==> src/rtl/alu_arbiter.sv <==
// alu_arbiter: two-port round-robin arbiter/sequencer in front of a shared
// combinational 32-bit ALU. It accepts one operation at a time, drives the ALU
// from registered operands, captures the result and compare flags, then hands
// them back to the requester that issued the operation.
module alu_arbiter #(
    parameter bit FIXED_PRIO = 1'b0   // 0: round-robin, 1: port 0 always wins
) (
    input  logic        clk,
    input  logic        reset,

    input  logic        req0_valid,
    output logic        req0_ready,
    input  logic [2:0]  req0_op,
    input  logic [4:0]  req0_shamt,
    input  logic [31:0] req0_a,
    input  logic [31:0] req0_b,

    input  logic        req1_valid,
    output logic        req1_ready,
    input  logic [2:0]  req1_op,
    input  logic [4:0]  req1_shamt,
    input  logic [31:0] req1_a,
    input  logic [31:0] req1_b,

    output logic        rsp0_valid,
    input  logic        rsp0_ready,
    output logic        rsp1_valid,
    input  logic        rsp1_ready,
    output logic [31:0] rsp_result,
    output logic [1:0]  rsp_cmp,

    output logic        busy,

    output logic [2:0]  alu_ctrl,
    output logic [4:0]  alu_shift,
    output logic [31:0] alu_srca,
    output logic [31:0] alu_srcb,
    input  logic [31:0] alu_result,
    input  logic [1:0]  alu_cmp
);

    typedef enum logic [1:0] {
        IDLE = 2'd0,
        EXEC = 2'd1,
        RESP = 2'd2
    } state_t;

    state_t      state_q, state_d;

    logic [2:0]  op_q;
    logic [4:0]  shamt_q;
    logic [31:0] a_q, b_q;
    logic        owner_q;
    logic        last_q;
    logic [31:0] res_q;
    logic [1:0]  cmp_q;

    logic        gnt_port;   // port that wins arbitration this cycle
    logic        accept;     // an operation is taken on this edge
    logic        consume;    // the owner takes the response on this edge

    // Grant selection and handshake qualifiers.
    always_comb begin
        // NOTE: every comb output gets a default first so no path leaves it unassigned (no latch).
        gnt_port = 1'b0;
        if (req0_valid && req1_valid) begin
            gnt_port = FIXED_PRIO ? 1'b0 : ~last_q;
        end else if (req1_valid) begin
            gnt_port = 1'b1;
        end
        accept  = (state_q == IDLE) && (req0_valid || req1_valid);
        consume = (state_q == RESP) && (owner_q ? rsp1_ready : rsp0_ready);
    end

    // State register.
    always_ff @(posedge clk or posedge reset) begin
        // NOTE: sequential state uses non-blocking assignments so every flop samples pre-edge values.
        if (reset) begin
            state_q <= IDLE;
        end else begin
            state_q <= state_d;
        end
    end

    // Next-state logic: accept -> one execute cycle -> hold response until consumed.
    always_comb begin
        state_d = state_q;
        case (state_q)
            IDLE:    if (accept)  state_d = EXEC;
            EXEC:                 state_d = RESP;
            RESP:    if (consume) state_d = IDLE;
            default:              state_d = IDLE;
        endcase
    end

    // Output decode from the current state.
    always_comb begin
        req0_ready = 1'b0;
        req1_ready = 1'b0;
        rsp0_valid = 1'b0;
        rsp1_valid = 1'b0;
        busy       = (state_q != IDLE);
        if (state_q == IDLE) begin
            req0_ready = req0_valid && !gnt_port;
            req1_ready = req1_valid &&  gnt_port;
        end
        if (state_q == RESP) begin
            rsp0_valid = !owner_q;
            rsp1_valid =  owner_q;
        end
    end

    // Operand capture on accept, result capture in EXEC, last-served update on consume.
    always_ff @(posedge clk or posedge reset) begin
        if (reset) begin
            op_q    <= '0;
            shamt_q <= '0;
            a_q     <= '0;
            b_q     <= '0;
            owner_q <= 1'b0;
            last_q  <= 1'b1;   // port 0 wins the first contention
            res_q   <= '0;
            cmp_q   <= '0;
        end else begin
            if (accept) begin
                op_q    <= gnt_port ? req1_op    : req0_op;
                shamt_q <= gnt_port ? req1_shamt : req0_shamt;
                a_q     <= gnt_port ? req1_a     : req0_a;
                b_q     <= gnt_port ? req1_b     : req0_b;
                owner_q <= gnt_port;
            end
            if (state_q == EXEC) begin
                res_q <= alu_result;
                cmp_q <= alu_cmp;
            end
            if (consume) begin
                last_q <= owner_q;
            end
        end
    end

    // The ALU always sees the registered operation; responses always show the holding register.
    assign alu_ctrl   = op_q;
    assign alu_shift  = shamt_q;
    assign alu_srca   = a_q;
    assign alu_srcb   = b_q;
    assign rsp_result = res_q;
    assign rsp_cmp    = cmp_q;

endmodule
==> config.mk <==
export PLATFORM = sky130hd
export DESIGN_NAME = alu_arbiter
export DESIGN_NICKNAME = d
export VERILOG_FILES = /design/src/rtl/alu_arbiter.sv
export SDC_FILE = /design/constraint.sdc
export NUM_CORES = 1
export LEC_CHECK = 0
export CORE_ASPECT_RATIO = 0.7
export CORE_UTILIZATION = 39
export DETAILED_ROUTE_END_ITERATION = 6
export MAX_ROUTING_LAYER = met4
export PLACE_DENSITY = 0.81
export SLEW_MARGIN = 5
export SYNTH_ARGS = -nofsm -noshare
export SYNTH_HDL_FRONTEND = slang
export SYNTH_SLANG_ARGS = --single-unit
==> constraint.sdc <==
create_clock -name clk -period 4.85 [get_ports clk]
set_input_delay 0.97 -clock clk [delete_from_list [all_inputs] [get_ports clk]]
set_output_delay 0.97 -clock clk [all_outputs]
set_load 0.005 [all_outputs]
# Word-level counts from Yosys, hierarchy flattened
# Index checks and enable logic that the tools add are counted.
[totals] register_bits=110 in_bits=184 out_inout_bits=111 word_cells=39
[op_classes] eq_ne=4 n_mux=14 bitwise_logic=1 reduce_logical=11
[ops] operator="$mux W32" count=2
[ops] operator="$mux W1" count=7
[ops] operator="$pmux W2 S3" count=1
[ops] operator="$logic_and A1 B1 Y1" count=5
[ops] operator="$mux W5" count=1
[ops] operator="$mux W2" count=2
[ops] operator="$ne A2 B2 Y1 const B" count=2
[ops] operator="$mux W3" count=1
[ops] operator="$eq A2 B1 Y1 const B" count=1
[ops] operator="$eq A2 B2 Y1 const B" count=1
[ops] operator="$logic_not A1 Y1" count=2
[ops] operator="$logic_not A2 Y1" count=1
[ops] operator="$reduce_and A2 Y1" count=1
[ops] operator="$reduce_bool A2 Y1" count=1
[ops] operator="$logic_or A1 B1 Y1" count=1
[ops] operator="$not A1 Y1" count=1

# Logic depth before layout (Yosys ltp)
[depth] depth_word=5 mapped_depth=5 depth_no_buf=3

# Worst setup path before layout
# No wires, ideal clock.
[synth_timing] path_kind="input-to-output" from="in req1_valid" to="out req0_ready" arrival_time_ns=1.636 required_ns=3.880 path_slack_ns=2.244 path_stages=4 n_path_buf=2 path_cell_list="a21bo_2 buf_6 buf_6 and3_1"
[synth_between] elab_chain_len=5 elab_cells_between_ends=6 classes_between="mux (3); reduce/logical (3)"
[synth_rtl] item="start: declaration" line="18" source="input logic req1_valid,"
[synth_rtl] item="$mux W1 or $logic_and A1 B1 Y1 (tied branches)" line="68, 66"
[synth_rtl] item="$mux W1 *" line="66" source="if (req0_valid && req1_valid) begin"
[synth_rtl] item="$logic_not A1 Y1 *" line="104" source="req0_ready = req0_valid && !gnt_port;"
[synth_rtl] item="$logic_and A1 B1 Y1 *" line="104"
[synth_rtl] item="$mux W1 *" line="103" source="if (state_q == IDLE) begin"
[synth_rtl] item="end: declaration" line="12" source="output logic req0_ready,"
# Every way passes the cells marked *; elsewhere a longest branch is shown, timed or not.

# Final worst setup path
[layout_timing] from="in req0_valid" to="reg op_q[2] (netlist: alu_ctrl[2])"
[layout_between] elab_chain_len=3 elab_cells_between_ends=5 classes_between="mux (2); reduce/logical (3)"
[layout_rtl] item="start: declaration" line="11" source="input logic req0_valid,"
[layout_rtl] item="$logic_and A1 B1 Y1" line="66"
[layout_rtl] item="$mux W1" line="66"
[layout_rtl] item="$mux W3" line="126" source="op_q <= gnt_port ? req1_op : req0_op;"
[layout_rtl] item="end signal: assignment" line="126"
[layout_rtl] item="end: declaration" line="50" source="logic [2:0] op_q;"
# Parallel ways exist; a longest one is shown, timed or not.
# A chain may end at the register's enable or synchronous reset.

==> summary.md <==
| Metric | Value |
|---|---|
| Status | finished clean |
| Max frequency | 304 MHz |
| CTS resizes | 0 |
| Met2 WL post-DR | 6880 um |
| Syn Inst Count | roughly 330 |
| Post-synth top area cell | dfrtp_1 |
| Residual DRC | 0 |
| CORE AREA | 13300 um^2 |
| First-pass GRT wire length | between 20000 and 25000 um |
| Commonest non-fill, non-tap cell in the layout | clkdlybuf4s50_1 |
| Layout cells sized above 1 | 0.330 |
| Overflow after GRT | 0 |
| Setup Skew | 0.00847 ns |
| Crit Path Class | in -> reg |
| Logic pwr share | 0.512 |
| Filler cells | slightly below 1000 |
| Critical path depth | 6 |
| H-tree lvl count | 3 |
| Num CTS Buffers | 9 |
| Main area contributors after synthesis | dfrtp_1 (51%), mux2_4 (26%), mux2_2 (18%), buf_6 (1.3%), buf_2 (0.84%) |
| DRT met1 WL | 5730 um |
| Critical-path cell list | clkdlybuf4s50_1 > a21bo_4 > buf_4 > buf_4 > mux2_2 > mux2_2 |
| Placer Congestion | 0.743 |
| RSZ-0062 raised after global routing | no |
| Post-layout minimum cycle time | 3.29 ns |
| Clock transition at the registers of the reported paths | 0.08 ns |
| Final hold violations | 0 |
| Crit path DAT | 3.51 ns |
| Clock buffer depth | 2 |
| Final setup viols | 0 |
| DR WL/cell | 17.1 um |
| Peak VDD IR | between 200 and 300 uV |
| Total wire length | 13800 um |
| Max Slew Vio Count | 0 |
| Cell row count | 35 |
| Net load switching power | 1.34 mW |
| Yosys cell types | 20 |
| Worst reg2reg path depth | 5 |
| Met3 wire len | 983 um |
| Die area | 14200 um^2 |
| Crit-path leading delay family | buffers and inverters |
| Top cell type's share of synthesized area | 0.508 |
| ANT nets after route | 0 |
| Proportion of power drawn by the clock network | 0.142 |
| Sw Ratio | 0.279 |
| Largest net degree at the start of global routing | 59 |
| Post-synthesis net count | 511 |
| CTS Root Cell | clkbuf_16 |
| Initial core utilization | 0.404 |
| DPL Wire Length | 10600 um |
| Top sig layer | met4 |
| Hold buffer count at CTS | 0 |
| Die Wd | 142 um |
| Internal cell power | 3.46 mW |
| CTS tree | built |
| Actual slew at the worst max-slew pin | between 0.7 and 0.8 ns |
| Worst path bufs/invs | 3 |
| Final core occ | 0.658 |
| Worst setup SP type | input port |
| Worst-path maximum fanout | 39 |
| Die Span Y | 100 um |
| Post-Route Setup TNS | 0 ns |
| Placed instance area | 8460 um^2 |
| # nets final | 803 |
| #FFs+latches synth | 110 |
| Slowest stage delay, CP | 0.62 ns |
| YS warnings | 0 |
| Synthesized area | 5370 um^2 |
| Leak Pwr | 3.78 nW |
| Sequential fraction of the synthesis area | 0.513 |
| IO Port Bufs | 294 |
| Post-CTS setup buffer count | 0 |
| Hold crit path type | reg -> reg |
| Vias | 3772 |
| Area Growth Syn to Fin | 62.8% |
| GRT Total Usage | 0.199 |
| Clk sinks | 110 |
| Min-Delay Path Depth | 1 |
| Period utilization | 0.679 |
| Rel. slew slack | 0.516 |
| Mean post-synth cell area | 16.4 um^2 |
| Most frequent cells in the layout | clkdlybuf4s50_1 (294), dfrtp_1 (109), mux2_4 (94) |
| Final Instance Area | 8730 um^2 |
| Crit. End Element | flop |
| Antenna violations before repair | 0 |
| Ant. Diodes | 0 |
| Max cap viols | 0 |
| PD cells | about 550 nW/um^2 |
| # IOs | between 200 and 300 |
| Starting DRC count in detailed routing | 74 |
| Vias per cell | 4.66 |
| Number of global-route vias before repair | 4074 |
| Slowest cell on the critical path | buf_4 |
| Part of the power in registers | 0.346 |
| Clock latency reported for the late side of the worst-skew pair | roughly 0.34 ns |
| Drt first pass iters | 4 |
| WP data required | 5.07 ns |
-- logic make-up after synthesis --
family                 after synthesis  share of synthesized area
buffers and inverters               23                     0.0294
AOI/OAI and AO/OA                    6                    0.00793
DFF                                110                      0.513
muxes                              179                      0.441
and+or+nand+nor                      9                    0.00816
-- registers in the layout (all words and copies together) (netlist names) --
| name | count |
|---|---|
| rsp_cmp | 2 |
| state_q | 2 |
| alu_srca | 32 |
| alu_srcb | 32 |
| alu_shift | 5 |
| owner_q | 1 |
| rsp_result | 32 |
| last_q | 1 |
| alu_ctrl | 3 |
-- final cells by class --
class	count	area, um^2	share of cell area
flip-flops and latches	110	2750	0.315
inverters	3	13.8	0.00158
multi-input cells	194	2470	0.283
well taps	185	231	0.0265
clock buffers	9	225	0.0258
repair buffers	301	3000	0.343
clock inverters	7	46.3	0.00530
-- synth_stat cells --
cell       number
mux2_4         94
nand2_1         1
o21ai_0         1
buf_4           4
a21bo_2         1
clkbuf_1        1
o2bb2ai_1       1
a21oi_1         1
mux2_2         85
o22ai_1         1
nor2b_1         1
buf_2           9
buf_6           6
nand2b_1        2
inv_1           3
nor2_1          4
and3_1          1
dfrtp_1       109
o21a_1          1
dfstp_2         1
-- power groups by stage --
stage	logic, mW	clock network [mW]	registers, mW
detailed placement	2.49	0	1.67
finish	2.46	0.684	1.66
global placement	2.43	0	1.66
global route	2.61	0.745	1.72
floorplan	1.17	0	1.68
CTS	2.49	0.707	1.67
-- final timing paths --
kind	startpoint	endpoint	slack (ns)
setup / recovery	req0_valid	alu_ctrl[2]	1.56
hold / removal	rsp_result[19]	rsp_result[19]	0.51
setup reg to reg	last_q	alu_ctrl[2]	2.19
hold reg to reg	rsp_result[19]	rsp_result[19]	0.51
max in group asynchronous	reset	alu_srcb[0]	2.89
min in group asynchronous	reset	alu_shift[1]	1.13
-- through the flow --
step | power (mW) | std cells | hold slack [ns] | setup WS [ns]
after floorplan | 2.85 | 327 | 0.470 | 0.979
after global placement | 4.09 | 793 | 0.487 | 1.28
after detailed placement | 4.16 | 793 | 0.492 | 1.19
after CTS | 4.87 | 809 | 0.509 | 1.55
after global routing | 5.08 | 809 | 0.515 | 1.47
final | 4.81 | 809 | 0.509 | 1.56
-- per-layer routing --
layer,GRT usage,vias to the layer above
li1,-,1742
met4,0.0571,0
met5,-,-
met2,0.341,164
met3,0.0510,20
met1,0.231,1846
Note: power is estimated with default switching activity, not from simulation.
